<file path="config.mk">
export PLATFORM = sky130hd
export DESIGN_NAME = if_fetch
export DESIGN_NICKNAME = d
export VERILOG_FILES = /design/src/rtl/if_fetch.sv
export SDC_FILE = /design/constraint.sdc
export NUM_CORES = 1
export LEC_CHECK = 0
export CORE_UTILIZATION = 45
export DETAILED_ROUTE_END_ITERATION = 8
export PLACE_DENSITY = 0.82
export SLEW_MARGIN = 20
export SYNTH_ARGS = -nofsm -noshare
export SYNTH_HDL_FRONTEND = slang
export SYNTH_SLANG_ARGS = --single-unit
</file>
<file path="constraint.sdc">
create_clock -name clk -period 2.3 [get_ports clk]
set_clock_uncertainty 0.05 [all_clocks]
set_input_delay 0.46 -clock clk [delete_from_list [all_inputs] [get_ports clk]]
set_output_delay 0.46 -clock clk [all_outputs]
set_load 0.01 [all_outputs]
</file>
<file path="src/rtl/if_fetch.sv">
// if_fetch: instruction fetch stage with PC, single-outstanding bus handshake, 2-entry fetch queue and redirect
//
// Ports:
//   clk            clock, rising edge
//   rst            asynchronous active-low reset
//   jump_flag_i    redirect request; jump_addr_i is the new PC
//   hold_i         decode stall, head entry is not consumed
//   ibus_req_o     fetch request, ibus_addr_o is the fetch address (the PC)
//   ibus_gnt_i     request accepted this cycle
//   ibus_rvalid_i  read data valid, ibus_rdata_i is the fetched word
//   inst_o         instruction to decode, inst_addr_o its address, inst_valid_o marks it real
//
// Optional feature macro: FETCH_BYPASS_EN forwards a response straight to decode when the queue is empty.
module if_fetch #(
    parameter int                         INST_ADDR_WIDTH = 32,
    parameter int                         INST_WIDTH      = 32,
    parameter logic [INST_ADDR_WIDTH-1:0] RESET_PC        = '0
) (
    input  logic                       clk,
    input  logic                       rst,
    input  logic                       jump_flag_i,
    input  logic [INST_ADDR_WIDTH-1:0] jump_addr_i,
    input  logic                       hold_i,
    output logic                       ibus_req_o,
    output logic [INST_ADDR_WIDTH-1:0] ibus_addr_o,
    input  logic                       ibus_gnt_i,
    input  logic                       ibus_rvalid_i,
    input  logic [INST_WIDTH-1:0]      ibus_rdata_i,
    output logic [INST_WIDTH-1:0]      inst_o,
    output logic [INST_ADDR_WIDTH-1:0] inst_addr_o,
    output logic                       inst_valid_o
);
    localparam logic [1:0]            S_IDLE  = 2'd0;
    localparam logic [1:0]            S_WAIT  = 2'd1;
    localparam logic [1:0]            S_DRAIN = 2'd2;
    localparam logic [INST_WIDTH-1:0] NOP     = INST_WIDTH'(32'h0000_0013);

    logic [1:0]                 r_state;
    logic                       r_run;
    logic [INST_ADDR_WIDTH-1:0] r_pc;
    logic [INST_ADDR_WIDTH-1:0] r_req_addr;
    logic [INST_ADDR_WIDTH-1:0] r_qa [2];
    logic [INST_WIDTH-1:0]      r_qd [2];
    logic                       r_wp;
    logic                       r_rp;
    logic [1:0]                 r_count;

    logic       w_accept;
    logic       w_rsp;
    logic       w_has;
    logic       w_byp;
    logic       w_push;
    logic       w_pop;
    logic [1:0] w_state_nxt;

    // r_run holds the request low until the first edge after reset release
    assign ibus_req_o  = r_run & (r_state == S_IDLE) & (r_count != 2'd2) & ~jump_flag_i;
    assign ibus_addr_o = r_pc;
    assign w_accept    = ibus_req_o & ibus_gnt_i;
    assign w_rsp       = (r_state == S_WAIT) & ibus_rvalid_i & ~jump_flag_i;
    assign w_has       = r_count != 2'd0;
`ifdef FETCH_BYPASS_EN
    assign w_byp       = ~w_has & w_rsp;
`else
    assign w_byp       = 1'b0;
`endif
    // a bypassed word consumed by decode this cycle never enters the queue
    assign w_push      = w_rsp & ~(w_byp & ~hold_i);
    assign w_pop       = w_has & ~hold_i;

    assign inst_valid_o = w_has | w_byp;
    assign inst_o       = w_has ? r_qd[r_rp] : (w_byp ? ibus_rdata_i : NOP);
    assign inst_addr_o  = w_has ? r_qa[r_rp] : (w_byp ? r_req_addr : '0);

    // a redirect without data in WAIT leaves a response in flight, which DRAIN swallows
    assign w_state_nxt = (r_state == S_IDLE) ? (w_accept ? S_WAIT : S_IDLE) :
                         ibus_rvalid_i ? S_IDLE :
                         (r_state == S_WAIT) ? (jump_flag_i ? S_DRAIN : S_WAIT) :
                         (r_state == S_DRAIN) ? S_DRAIN : S_IDLE;

    always_ff @(posedge clk or negedge rst) begin
        if (!rst) begin
            r_state    <= S_IDLE;
            r_run      <= 1'b0;
            r_pc       <= RESET_PC;
            r_req_addr <= RESET_PC;
            r_qa[0]    <= '0;
            r_qa[1]    <= '0;
            r_qd[0]    <= '0;
            r_qd[1]    <= '0;
            r_wp       <= 1'b0;
            r_rp       <= 1'b0;
            r_count    <= 2'd0;
        end else begin
            r_run   <= 1'b1;
            r_state <= w_state_nxt;
            if (jump_flag_i) begin
                r_pc <= jump_addr_i;
            end else if (w_accept) begin
                r_pc       <= r_pc + INST_ADDR_WIDTH'(4);
                r_req_addr <= r_pc;
            end
            if (jump_flag_i) begin
                r_count <= 2'd0;
                r_wp    <= 1'b0;
                r_rp    <= 1'b0;
            end else begin
                if (w_push) begin
                    r_qa[r_wp] <= r_req_addr;
                    r_qd[r_wp] <= ibus_rdata_i;
                    r_wp       <= ~r_wp;
                end
                if (w_pop) r_rp <= ~r_rp;
                r_count <= r_count + {1'b0, w_push} - {1'b0, w_pop};
            end
        end
    end

    a_no_overflow: assert property (@(posedge clk) disable iff (!rst) !(w_push && r_count == 2'd2));

endmodule

</file>
==> run_results.csv, run 1 <==
group,metric,value,unit
run_status,run_status,"finished, final reports clean",
logic_synthesis,ys_seq_area_share,54.55,%
power_and_ir_drop,pwr_density_cell,987.2,nW/um^2
die,io_pins,168,
die,die_h,144.4,um
finish,post_route_cells_drive_above_1_share,22.65,%
finish,multi_input_comb_area,3966,um^2
sta,fmax,0.4385,GHz
sta,finalHoldViolCount,0,
logic_synthesis,ys_dominant_reg_cell,"sky130_fd_sc_hd__dfrtp_1",
clock_network,clk-insertion-delay-late,0.42,ns
worst_setup_path,path_max_fanout,8,
sta,timing.final.crit_share,99.15,%
die,design.die.area,20860,um^2
finish,nets,1049,
logic_synthesis,synth.top_cells.by_count,"sky130_fd_sc_hd__dfrtp_1 (199), sky130_fd_sc_hd__mux2_2 (128), sky130_fd_sc_hd__nand2_1 (128), sky130_fd_sc_hd__nor2_1 (75), sky130_fd_sc_hd__mux2i_1 (71)",
worst_setup_path,worst-endpoint-required,1.79,ns
worst_setup_path,critPathArrivalTime,1.77,ns
logic_synthesis,synth.top_cell.area_share,54.55,%
flow_run,max_cap_viols,0,
worst_setup_path,crit_path_class,"reg -> out",
logic_synthesis,synth_area_leaders,"sky130_fd_sc_hd__dfrtp_1 (55%), sky130_fd_sc_hd__mux2_2 (16%), sky130_fd_sc_hd__mux2i_1 (7.8%)",
detailed_routing,detail_route.wirelength,21380,um
min_path,worst_hold_startpoint,"r_qd[47]$_DFFE_PN0P_",
clock_network,root_buffer,"sky130_fd_sc_hd__clkbuf_16",
grt,grt_antenna_before_repair,0,
logic_synthesis,synthesis.nets,863,
placement,place.gp.congestion,0.8002,
detailed_routing,drc,0,
clock_network,clk_pin_slew_worst_paths,0.07,ns
grt,grt.met2_usage,34.87,%
detailed_routing,via_density_per_instance,5.345,
worst_setup_path,timing.rr.start,"r_state[1]$_DFF_PN0_",
clock_network,cts_inserted_buffers,17,
finish,n_antenna_cell,0,
sta,period_needed,2.280,ns
worst_setup_path,setup.worst_path.end_class,"output pin",
grt,number_of_global_route_vias_before_repair,6761,
sta,rsz0062_at_grt,"yes",
sta,final_max_slew_viol_count,0,
detailed_routing,via_count,6703,
power_and_ir_drop,totalPowerFinal,0.01181,W
grt,grt_start_max_net_pins,71,
worst_setup_path,critPathLaunchType,"flop",
clock_network,cts_htree_levels,4,
logic_synthesis,netlist_instances,790,
logic_synthesis,synth.lib_cells_used.distinct,47,
finish,flow.area_growth_from_synthesis,31.04,%
finish,num-fill-cells,1627,
clock_network,cts_buffer_depth,2,
min_path,class_of_the_tightest_hold_or_removal_check,"reg -> reg",
die,std_cell_rows,51,
logic_synthesis,synth_async_sr_flop_share,100.0,%
die,initial_core_util,46.45,%
grt,grt_first_pass_wirelength,34790,um
finish,regArea,4984,um^2
detailed_routing,route.detailed.wl_per_inst,17.05,um
die,core_area,19650,um^2
sta,final.setup.tns,0,ns
grt,gr-total-overflow,0,
logic_synthesis,netlist.top_cell.by_area,"sky130_fd_sc_hd__dfrtp_1",
sta,final_setup_vio_count,0,
placement,hpwl,14770,um
power_and_ir_drop,leakagePower,5.567,nW
placement,placement.io_buffers,167,
detailed_routing,dr.pass1.iters,5,
clock_network,cts_tree,"yes",
sta,maxSlewHeadroom,59.99,%
logic_synthesis,yosys_warnings,0,
power_and_ir_drop,peakVddDrop,0.0005854,V
logic_synthesis,synthMostInstantiatedCell,"sky130_fd_sc_hd__dfrtp_1",
grt,met3_capacity_usage_during_global_routing,4.139,%
detailed_routing,final_antenna_net_count,0,
logic_synthesis,ys_ff_latch,199,
detailed_routing,detail_route.iter0.violations,316,
logic_synthesis,number_of_flops_mapped_to_enable_cells_by_yosys,0,
logic_synthesis,synth_area_per_cell,11.56,um^2
grt,gr-usage-met1,29.19,%
finish,final_core_util,60.87,%
clock_network,cts.sinks,199,
die,width_of_the_die,144.4,um
logic_synthesis,synth_area,9129,um^2
sta,worstMarginPinSlew,0.6001,ns
worst_setup_path,critPathLaunch,"r_rp$_DFFE_PN0P_",
grt,global_route_layer_with_the_greatest_usage,"met2",
grt,grt.total_usage,21.55,%
## per-stage QoR
stage          area [um^2]  hold slack (ns)  std cells  setup slack (ns)
2_1_floorplan         9129           0.1144        790            0.4080
3_3_place_gp         11320           0.4191       1214           0.01046
3_5_place_dp         11320           0.4284       1214         -0.003012
4_1_cts              11950           0.4397       1255          -0.01199
5_1_grt              11960           0.4601       1254          -0.07108
6_report             11960           0.4359       1254           0.01963
## sequential cells by signal, indices dropped and copies added (netlist names)
name         count
ibus_addr_o     32
r_count          2
r_qa            64
r_qd            64
r_req_addr      32
r_rp             1
r_run            1
r_state          2
r_wp             1
## routing by layer
metal,part of all wire (%),wire length (um)
met1,45,9704
met5,0,0
met4,1.4,294
met3,6.6,1406
met2,47,9975
## logic make-up after synthesis
family                     count (synthesis)  share of synthesized area [%]
and+or+nand+nor                          278                          13.93
AOI/OAI and AO/OA                         56                          4.235
muxes                                    201                          23.82
buffers and inverters                     47                          2.536
other                                      1                        0.04108
adders and majority gates                  3                         0.4112
xor gates and xnor gates                   5                         0.4798
DFF                                      199                          54.55
## power by group
group	leakage (nW)	internal, W	total [W]	switching [W]
combinational	2.71	0.00198	0.00379	0.00181
clock	0.272	0.00172	0.00300	0.00128
sequential	2.58	0.00440	0.00502	0.000617
## worst paths after layout
check,endpoint,slack (ns),cells past startpoint
setup / recovery,inst_addr_o[21],0.02,4
min in group asynchronous,ibus_addr_o[27]$_DFFE_PN0P_,0.54,2
hold reg to reg,r_qd[47]$_DFFE_PN0P_,0.44,1
max in group asynchronous,r_req_addr[9]$_DFFE_PN0P_,0.97,3
hold / removal,r_qd[47]$_DFFE_PN0P_,0.44,1
setup reg to reg,r_qa[32]$_DFFE_PN0P_,0.27,7
## what timing repair did
| item | CTS | global route |
|---|---|---|
| resized for setup | 75 | 33 |
| setup buffers | 7 | 0 |
| endpoints found under the hold margin | 2 | 0 |
| endpoints found under the setup margin | 66 | 22 |
| cloned | 1 | 0 |
| hold buffers | 1 | 0 |
| pin swaps | 5 | 3 |
## layout by cell type (no fill, tap or decap), types with 3 or more instances in the layout
cell type / instances
sky130_fd_sc_hd__dfrtp_1: 198
sky130_fd_sc_hd__nand2_1: 128
sky130_fd_sc_hd__mux2_2: 128
sky130_fd_sc_hd__clkdlybuf4s50_1: 99
sky130_fd_sc_hd__nor2_1: 72
sky130_fd_sc_hd__mux2i_1: 69
sky130_fd_sc_hd__dlygate4sd2_1: 38
sky130_fd_sc_hd__buf_4: 32
sky130_fd_sc_hd__clkdlybuf4s15_1: 21
sky130_fd_sc_hd__nand3_1: 20
sky130_fd_sc_hd__o21ai_0: 18
sky130_fd_sc_hd__clkbuf_16: 17
sky130_fd_sc_hd__buf_12: 10
sky130_fd_sc_hd__nor2b_1: 9
sky130_fd_sc_hd__nand4_1: 7
sky130_fd_sc_hd__o211ai_1: 7
sky130_fd_sc_hd__a21oi_1: 5
sky130_fd_sc_hd__or3_1: 5
sky130_fd_sc_hd__a221o_1: 5
sky130_fd_sc_hd__clkbuf_1: 5
sky130_fd_sc_hd__clkbuf_2: 5
sky130_fd_sc_hd__nand2b_1: 4
sky130_fd_sc_hd__a21o_1: 4
sky130_fd_sc_hd__and3_1: 4
sky130_fd_sc_hd__nor3_1: 4
sky130_fd_sc_hd__o311ai_1: 4
sky130_fd_sc_hd__clkinvlp_4: 4
sky130_fd_sc_hd__nor2_4: 3
sky130_fd_sc_hd__and2_1: 3
sky130_fd_sc_hd__inv_1: 3
sky130_fd_sc_hd__nor2_2: 3
sky130_fd_sc_hd__xnor2_1: 3
sky130_fd_sc_hd__and4_1: 3
sky130_fd_sc_hd__nand3b_1: 3
sky130_fd_sc_hd__a22oi_1: 3
sky130_fd_sc_hd__ha_1: 3
sky130_fd_sc_hd__bufinv_16: 3
## worst max-delay path: stages (launching register included)
cell and delay, ns:
sky130_fd_sc_hd__dfrtp_4 0.52, sky130_fd_sc_hd__buf_4 0.21, sky130_fd_sc_hd__mux2i_1 0.15, sky130_fd_sc_hd__nor2_1 0.20
sky130_fd_sc_hd__clkdlybuf4s15_2 0.26
## final cells by class
| cell class | count | share of cell area (%) |
|---|---|---|
| Sequential cell | 199 | 41.66 |
| Multi-Input combinational cell | 544 | 33.16 |
| Timing Repair Buffer | 211 | 17.38 |
| Clock buffer | 22 | 3.713 |
| Tap cell | 265 | 2.772 |
| Clock inverter | 10 | 1.224 |
| Inverter | 3 | 0.09413 |
No activity file was read; power rests on OpenSTA's default activity.
==> run 2: changes to the inputs <==
- PLACE_DENSITY: 0.82 -> 0.71
==> run_results.csv, run 2 (synthesized netlist as in run 1, its figures left out) <==
group,metric,value,unit
finish,n_antenna_cell,0,
clock_network,cts_buffer_depth,2,
run_status,run_status,"finished, violations left",
sta,rsz0062_at_grt,"yes",
finish,flow.area_growth_from_synthesis,33.37,%
die,die_h,144.4,um
power_and_ir_drop,switching_power,0.003769,W
sta,period_needed,2.310,ns
grt,grt.met2_usage,32.79,%
worst_setup_path,path_cells,"buf_4, clkbuf_16, mux2i_1, nor2_1, dlygate4sd2_1",
sta,fmax,0.4328,GHz
clock_network,root_buffer,"sky130_fd_sc_hd__clkbuf_16",
worst_setup_path,crit_path_class,"reg -> out",
power_and_ir_drop,pwr_density_cell,1018,nW/um^2
sta,finalHoldViolCount,0,
clock_network,cts_tree,"yes",
sta,worstMarginPinSlew,0.7466,ns
finish,nets,1058,
finish,top_regs,"r_qa: 64 flops, r_qd: 64 flops",
clock_network,cts_inserted_buffers,17,
power_and_ir_drop,comb_power_share,33.2,%
detailed_routing,via_count,6666,
grt,met3_capacity_usage_during_global_routing,3.212,%
run_status,violated_checks,"setup timing",
grt,grt_antenna_before_repair,0,
die,io_pins,168,
sta,final.setup.worst_slack,-0.01037,ns
clock_network,cts.sinks,199,
sta,timing.final.crit_share,100.5,%
sta,final_max_slew_viol_count,0,
finish,layout_commonest_cell,"sky130_fd_sc_hd__dfrtp_1",
detailed_routing,detail_route.iter0.violations,387,
power_and_ir_drop,clock_power_share,26.2,%
grt,grt_first_pass_wirelength,34570,um
grt,global_route_layer_with_the_greatest_usage,"met2",
placement,dp_cells,1213,
die,core_area,19650,um^2
die,width_of_the_die,144.4,um
grt,grt_start_max_net_pins,53,
worst_setup_path,worst-endpoint-required,1.79,ns
detailed_routing,detail_route.wirelength,21610,um
detailed_routing,final_antenna_net_count,0,
flow_run,max_cap_viols,0,
worst_setup_path,critPathArrivalTime,1.80,ns
power_and_ir_drop,power.share.sequential,40.6,%
worst_setup_path,setup.worst_path.end_class,"output pin",
worst_setup_path,timing.critical_path.slowest_stage_cell,"sky130_fd_sc_hd__dfrtp_4",
placement,place.gp.congestion,0.7945,
power_and_ir_drop,totalPowerFinal,0.01239,W
finish,instances_no_fill,1261,
sta,final_setup_vio_count,1,
worst_setup_path,path_max_fanout,19,
detailed_routing,via_density_per_instance,5.286,
placement,hpwl,14210,um
die,initial_core_util,46.45,%
grt,gr-usage-met1,31.33,%
grt,grt.total_usage,21.35,%
worst_setup_path,critPathLaunchType,"flop",
clock_network,clk-insertion-delay-late,0.42,ns
finish,most-common-layout-cells,"sky130_fd_sc_hd__dfrtp_1 (198), sky130_fd_sc_hd__nand2_1 (128), sky130_fd_sc_hd__mux2_2 (128)",
clock_network,cts_htree_levels,4,
sta,maxSlewHeadroom,50.17,%
detailed_routing,dr.pass1.iters,6,
worst_setup_path,max_stage_delay,0.50,ns
grt,gr-total-overflow,0,
finish,post_route_cells_drive_above_1_share,25.60,%
detailed_routing,drc,0,
placement,placement.io_buffers,167,
die,design.die.area,20860,um^2
finish,num-fill-cells,1643,
grt,number_of_global_route_vias_before_repair,6648,
die,std_cell_rows,51,
clock_network,clk_pin_slew_worst_paths,0.07,ns
power_and_ir_drop,net_switching_fraction_of_the_power,30.42,%
min_path,class_of_the_tightest_hold_or_removal_check,"reg -> reg",
power_and_ir_drop,leakagePower,6.030,nW
power_and_ir_drop,power_report.internal_total,0.008620,W
finish,final_core_util,61.95,%
detailed_routing,route.detailed.wl_per_inst,17.14,um
sta,final.setup.tns,-0.01037,ns
power_and_ir_drop,peakVddDrop,0.0005751,V
run 2: cell types whose count changed in the layout (fill, tap and decap cells not counted), sizes merged, moves of 2 or more:
| cell | previous run | this run |
|---|---|---|
| clkbuf | 28 | 46 |
| dlygate4sd2 | 38 | 9 |
| bufinv | 3 | 5 |
| dlymetal6s2s | 1 | 30 |
| buf | 44 | 51 |
| clkdlybuf4s15 | 22 | 2 |
run 2: cell type report:
class / count / area (um^2) / area share [%]
clock buffer: 19 / 452.9 / 3.720
clock inverter: 11 / 196.4 / 1.613
inverter: 3 / 11.26 / 0.09249
multi-input combinational: 544 / 3963 / 32.55
sequential: 199 / 4984 / 40.93
tap: 265 / 331.6 / 2.723
timing repair buffer: 220 / 2237 / 18.37
run 2: final timing paths:
| path | start | end | slack, ns | depth (start not counted) |
|---|---|---|---|---|
| max | r_rp$_DFFE_PN0P_ | inst_o[27] | -0.01 | 5 |
| max reg2reg | r_state[1]$_DFF_PN0_ | ibus_addr_o[21]$_DFFE_PN0P_ | 0.29 | 7 |
| min in group asynchronous | rst | ibus_addr_o[27]$_DFFE_PN0P_ | 0.51 | 2 |
| min | r_req_addr[4]$_DFFE_PN0P_ | r_req_addr[4]$_DFFE_PN0P_ | 0.45 | 2 |
| max in group asynchronous | rst | r_qa[12]$_DFFE_PN0P_ | 1.10 | 3 |
| min reg2reg | r_req_addr[4]$_DFFE_PN0P_ | r_req_addr[4]$_DFFE_PN0P_ | 0.45 | 2 |
run 2: metal layers:
layer  vias up  wire (um)  part of all wire [%]
li1       3143          -                     -
met1      3341      10500                    49
met2       164      10030                    46
met4         0        227                   1.1
met5         -          0                     0
met3        18        851                   3.9
run 2: timing repair:
| action | in CTS | in global routing |
|---|---|---|
| hold buffers | 1 | 0 |
| setup buffers | 3 | 11 |
| pin swaps | 2 | 4 |
| gates cloned | 0 | 3 |
| gates resized for setup | 34 | 89 |
| hold endpoints to repair | 47 | 0 |
| setup endpoints to repair | 66 | 52 |
run 2: worst max-delay path: cells and delay by family (launching register included):
kind,cells,cell delay [ns]
mux,1,0.13
flops,1,0.50
simple gates,1,0.09
buf+inv,3,0.64
run 2: power groups by stage:
stage / registers (W) / logic [W] / clock network (W)
global route: 0.00514 / 0.00451 / 0.00346
global placement: 0.00503 / 0.00373 / 0
detailed placement: 0.00507 / 0.00380 / 0
CTS: 0.00501 / 0.00376 / 0.00331
finish: 0.00502 / 0.00412 / 0.00325
floorplan: 0.00490 / 0.00217 / 0
run 2: metrics by stage:
stage | cell area [um^2] | setup slack [ns] | hold slack [ns]
final | 12180 | -0.01037 | 0.4513
after global routing | 12180 | -0.1084 | 0.4611
after CTS | 11980 | -0.2338 | 0.4415
after detailed placement | 11330 | 0.1019 | 0.4082
after global placement | 11330 | 0.09198 | 0.4106
after floorplan | 9129 | 0.4080 | 0.1144
==> run 3: changes to the inputs <==
- CORE_UTILIZATION: 45 -> 40
- PLACE_DENSITY: 0.71 -> 0.65
==> run_results.csv, run 3 (synthesized netlist as in run 1, its figures left out) <==
group,metric,value,unit
finish,n_antenna_cell,0,
detailed_routing,final_antenna_net_count,0,
clock_network,clk-insertion-delay-late,0.43,ns
die,std_cell_rows,54,
die,die_h,153.1,um
grt,grt_first_pass_wirelength,35660,um
placement,dp_cells,1233,
finish,nets,1064,
grt,gr-usage-met1,28.20,%
worst_setup_path,timing.rr.start,"r_state[1]$_DFF_PN0_",
grt,global_route_layer_with_the_greatest_usage,"met2",
worst_setup_path,worst-endpoint-required,1.79,ns
detailed_routing,detail_route.wirelength,21750,um
finish,instances_no_fill,1283,
worst_setup_path,setup.worst_path.end_class,"output pin",
grt,grt_start_max_net_pins,58,
worst_setup_path,worstRegToRegCells,7,
clock_network,cts.sinks,199,
finish,post_route_cells_drive_above_1_share,26.62,%
die,initial_core_util,41.32,%
clock_network,cts_inserted_buffers,17,
die,width_of_the_die,153.1,um
grt,grt_antenna_before_repair,0,
clock_network,clk_pin_slew_worst_paths,0.07,ns
run_status,run_status,"finished, violations left",
sta,final_max_slew_viol_count,0,
die,design.die.area,23430,um^2
worst_setup_path,setup.worst_path.end,"inst_addr_o[12]",
grt,grt.met2_usage,28.83,%
worst_setup_path,timing.critical_path.slowest_stage_cell,"sky130_fd_sc_hd__dfrtp_4",
finish,final_core_util,55.32,%
clock_network,cts_buffer_depth,2,
sta,period_needed,2.307,ns
placement,post-place-ws,0.05840,ns
power_and_ir_drop,leakagePower,5.792,nW
detailed_routing,drc,0,
grt,number_of_global_route_vias_before_repair,6705,
sta,maxSlewHeadroom,63.87,%
finish,flow.area_growth_from_synthesis,33.90,%
worst_setup_path,path_cells,"buf_12, buf_12, buf_8, mux2i_1, nor2_1, buf_2",
sta,final_setup_vio_count,2,
clock_network,root_buffer,"sky130_fd_sc_hd__clkbuf_16",
sta,worstMarginPinSlew,0.5414,ns
finish,most-common-layout-cells,"sky130_fd_sc_hd__dfrtp_1 (198), sky130_fd_sc_hd__nand2_1 (128), sky130_fd_sc_hd__mux2_2 (128)",
clock_network,cts_htree_levels,4,
grt,grt.total_usage,19.13,%
finish,fin_area,12220,um^2
sta,final.setup.worst_slack,-0.006648,ns
power_and_ir_drop,peakVddDrop,0.0004700,V
die,io_pins,168,
finish,top_regs,"r_qa: 64 flops, r_qd: 64 flops",
worst_setup_path,crit-reg2reg-capture,"ibus_addr_o[24]$_DFFE_PN0P_",
worst_setup_path,timing.reg2reg.setup_slack,0.21,ns
sta,timing.final.crit_share,100.3,%
flow_run,max_cap_viols,0,
placement,hpwl,14620,um
sta,final.setup.tns,-0.009756,ns
sta,fmax,0.4335,GHz
min_path,class_of_the_tightest_hold_or_removal_check,"in -> reg",
detailed_routing,via_count,6597,
worst_setup_path,crit_path_class,"reg -> out",
run_status,violated_checks,"setup timing",
worst_setup_path,path_max_fanout,5,
worst_setup_path,library_cell_appearing_most_often_on_the_critical_path,"sky130_fd_sc_hd__buf_12",
clock_network,cts_tree,"yes",
placement,dpl-instance-area,11400,um^2
placement,placement.io_buffers,167,
detailed_routing,route.detailed.wl_per_inst,16.95,um
detailed_routing,detail_route.iter0.violations,225,
sta,rsz0062_at_grt,"yes",
grt,gr-total-overflow,0,
worst_setup_path,max_stage_delay,0.52,ns
grt,met3_capacity_usage_during_global_routing,3.601,%
power_and_ir_drop,pwr_density_cell,1011,nW/um^2
sta,finalHoldViolCount,0,
worst_setup_path,critPathLaunchType,"flop",
worst_setup_path,critPathLaunch,"r_rp$_DFFE_PN0P_",
worst_setup_path,critPathArrivalTime,1.80,ns
min_path,worst_hold_startpoint,"jump_flag_i",
placement,place.gp.congestion,0.8445,
detailed_routing,via_density_per_instance,5.142,
finish,layout_commonest_cell,"sky130_fd_sc_hd__dfrtp_1",
die,core_area,22090,um^2
detailed_routing,dr.pass1.iters,6,
[run 3: changes by cell type in the layout (fill, tap and decap cells not counted), moves of 2 or more]
cell,before,now
sky130_fd_sc_hd__buf_2,2,20
sky130_fd_sc_hd__buf_6,0,6
sky130_fd_sc_hd__buf_8,0,3
sky130_fd_sc_hd__clkbuf_1,0,2
sky130_fd_sc_hd__clkbuf_2,23,5
sky130_fd_sc_hd__clkdlybuf4s15_1,2,7
sky130_fd_sc_hd__clkdlybuf4s15_2,0,4
sky130_fd_sc_hd__clkinv_4,0,2
sky130_fd_sc_hd__clkinvlp_4,5,2
sky130_fd_sc_hd__dlygate4sd2_1,9,20
sky130_fd_sc_hd__dlymetal6s2s_1,30,8
[run 3: how the worst min path moves through the flow]
stage                                       endpoint  cells after the start  slack (ns)
after floorplan           ibus_addr_o[0]$_DFFE_PN0P_                      0        0.11
after global placement    ibus_addr_o[0]$_DFFE_PN0P_                      1        0.42
after detailed placement  ibus_addr_o[0]$_DFFE_PN0P_                      1        0.42
after CTS                       r_count[1]$_DFF_PN0_                      3        0.36
after global routing                r_rp$_DFFE_PN0P_                      3        0.39
final                           r_count[1]$_DFF_PN0_                      3        0.38
[run 3: metal layers]
layer	wire length [um]	vias to the layer above	share of wire [%]
met5	0	-	0
met4	240	0	1.1
met3	984	15	4.5
met2	9865	187	45
met1	10660	3241	49
li1	-	3154	-
[run 3: where the power goes]
| group | internal (W) | switching, W |
|---|---|---|
| logic | 0.00213 | 0.00183 |
| clock network | 0.00207 | 0.00129 |
| registers | 0.00440 | 0.000630 |
| total | 0.00860 | 0.00375 |
[run 3: critical path: cells and delay by family, from the launching register on]
kind                   cells  cell delay, ns
buffers and inverters      4            0.57
flip-flops                 1            0.52
AND/OR/NAND/NOR            1            0.16
multiplexers               1            0.11
[run 3: repair_timing]
item	4_1_cts	5_1_grt
endpoints found under the setup margin	65	51
cloned	0	2
buffers inserted	11	7
resized for setup	121	56
hold buffers	1	0
pin swaps	4	9
hold endpoints to repair	52	0
[run 3: final cells by class]
cell class | instances | area [um^2]
clock buffers | 20 | 446.7
clock inverters | 11 | 221.5
fillers | 1942 | 9871
inverters | 3 | 11.26
multi-input cells | 544 | 3976
flip-flops and latches | 199 | 4984
well taps | 280 | 350.3
repair buffers | 226 | 2233
[run 3: per-stage QoR]
stage | total power, W | hold slack [ns]
floorplan | 0.007062 | 0.1144
global placement | 0.008805 | 0.4197
detailed placement | 0.008879 | 0.4184
CTS | 0.01228 | 0.3649
global route | 0.01307 | 0.3897
finish | 0.01236 | 0.3813
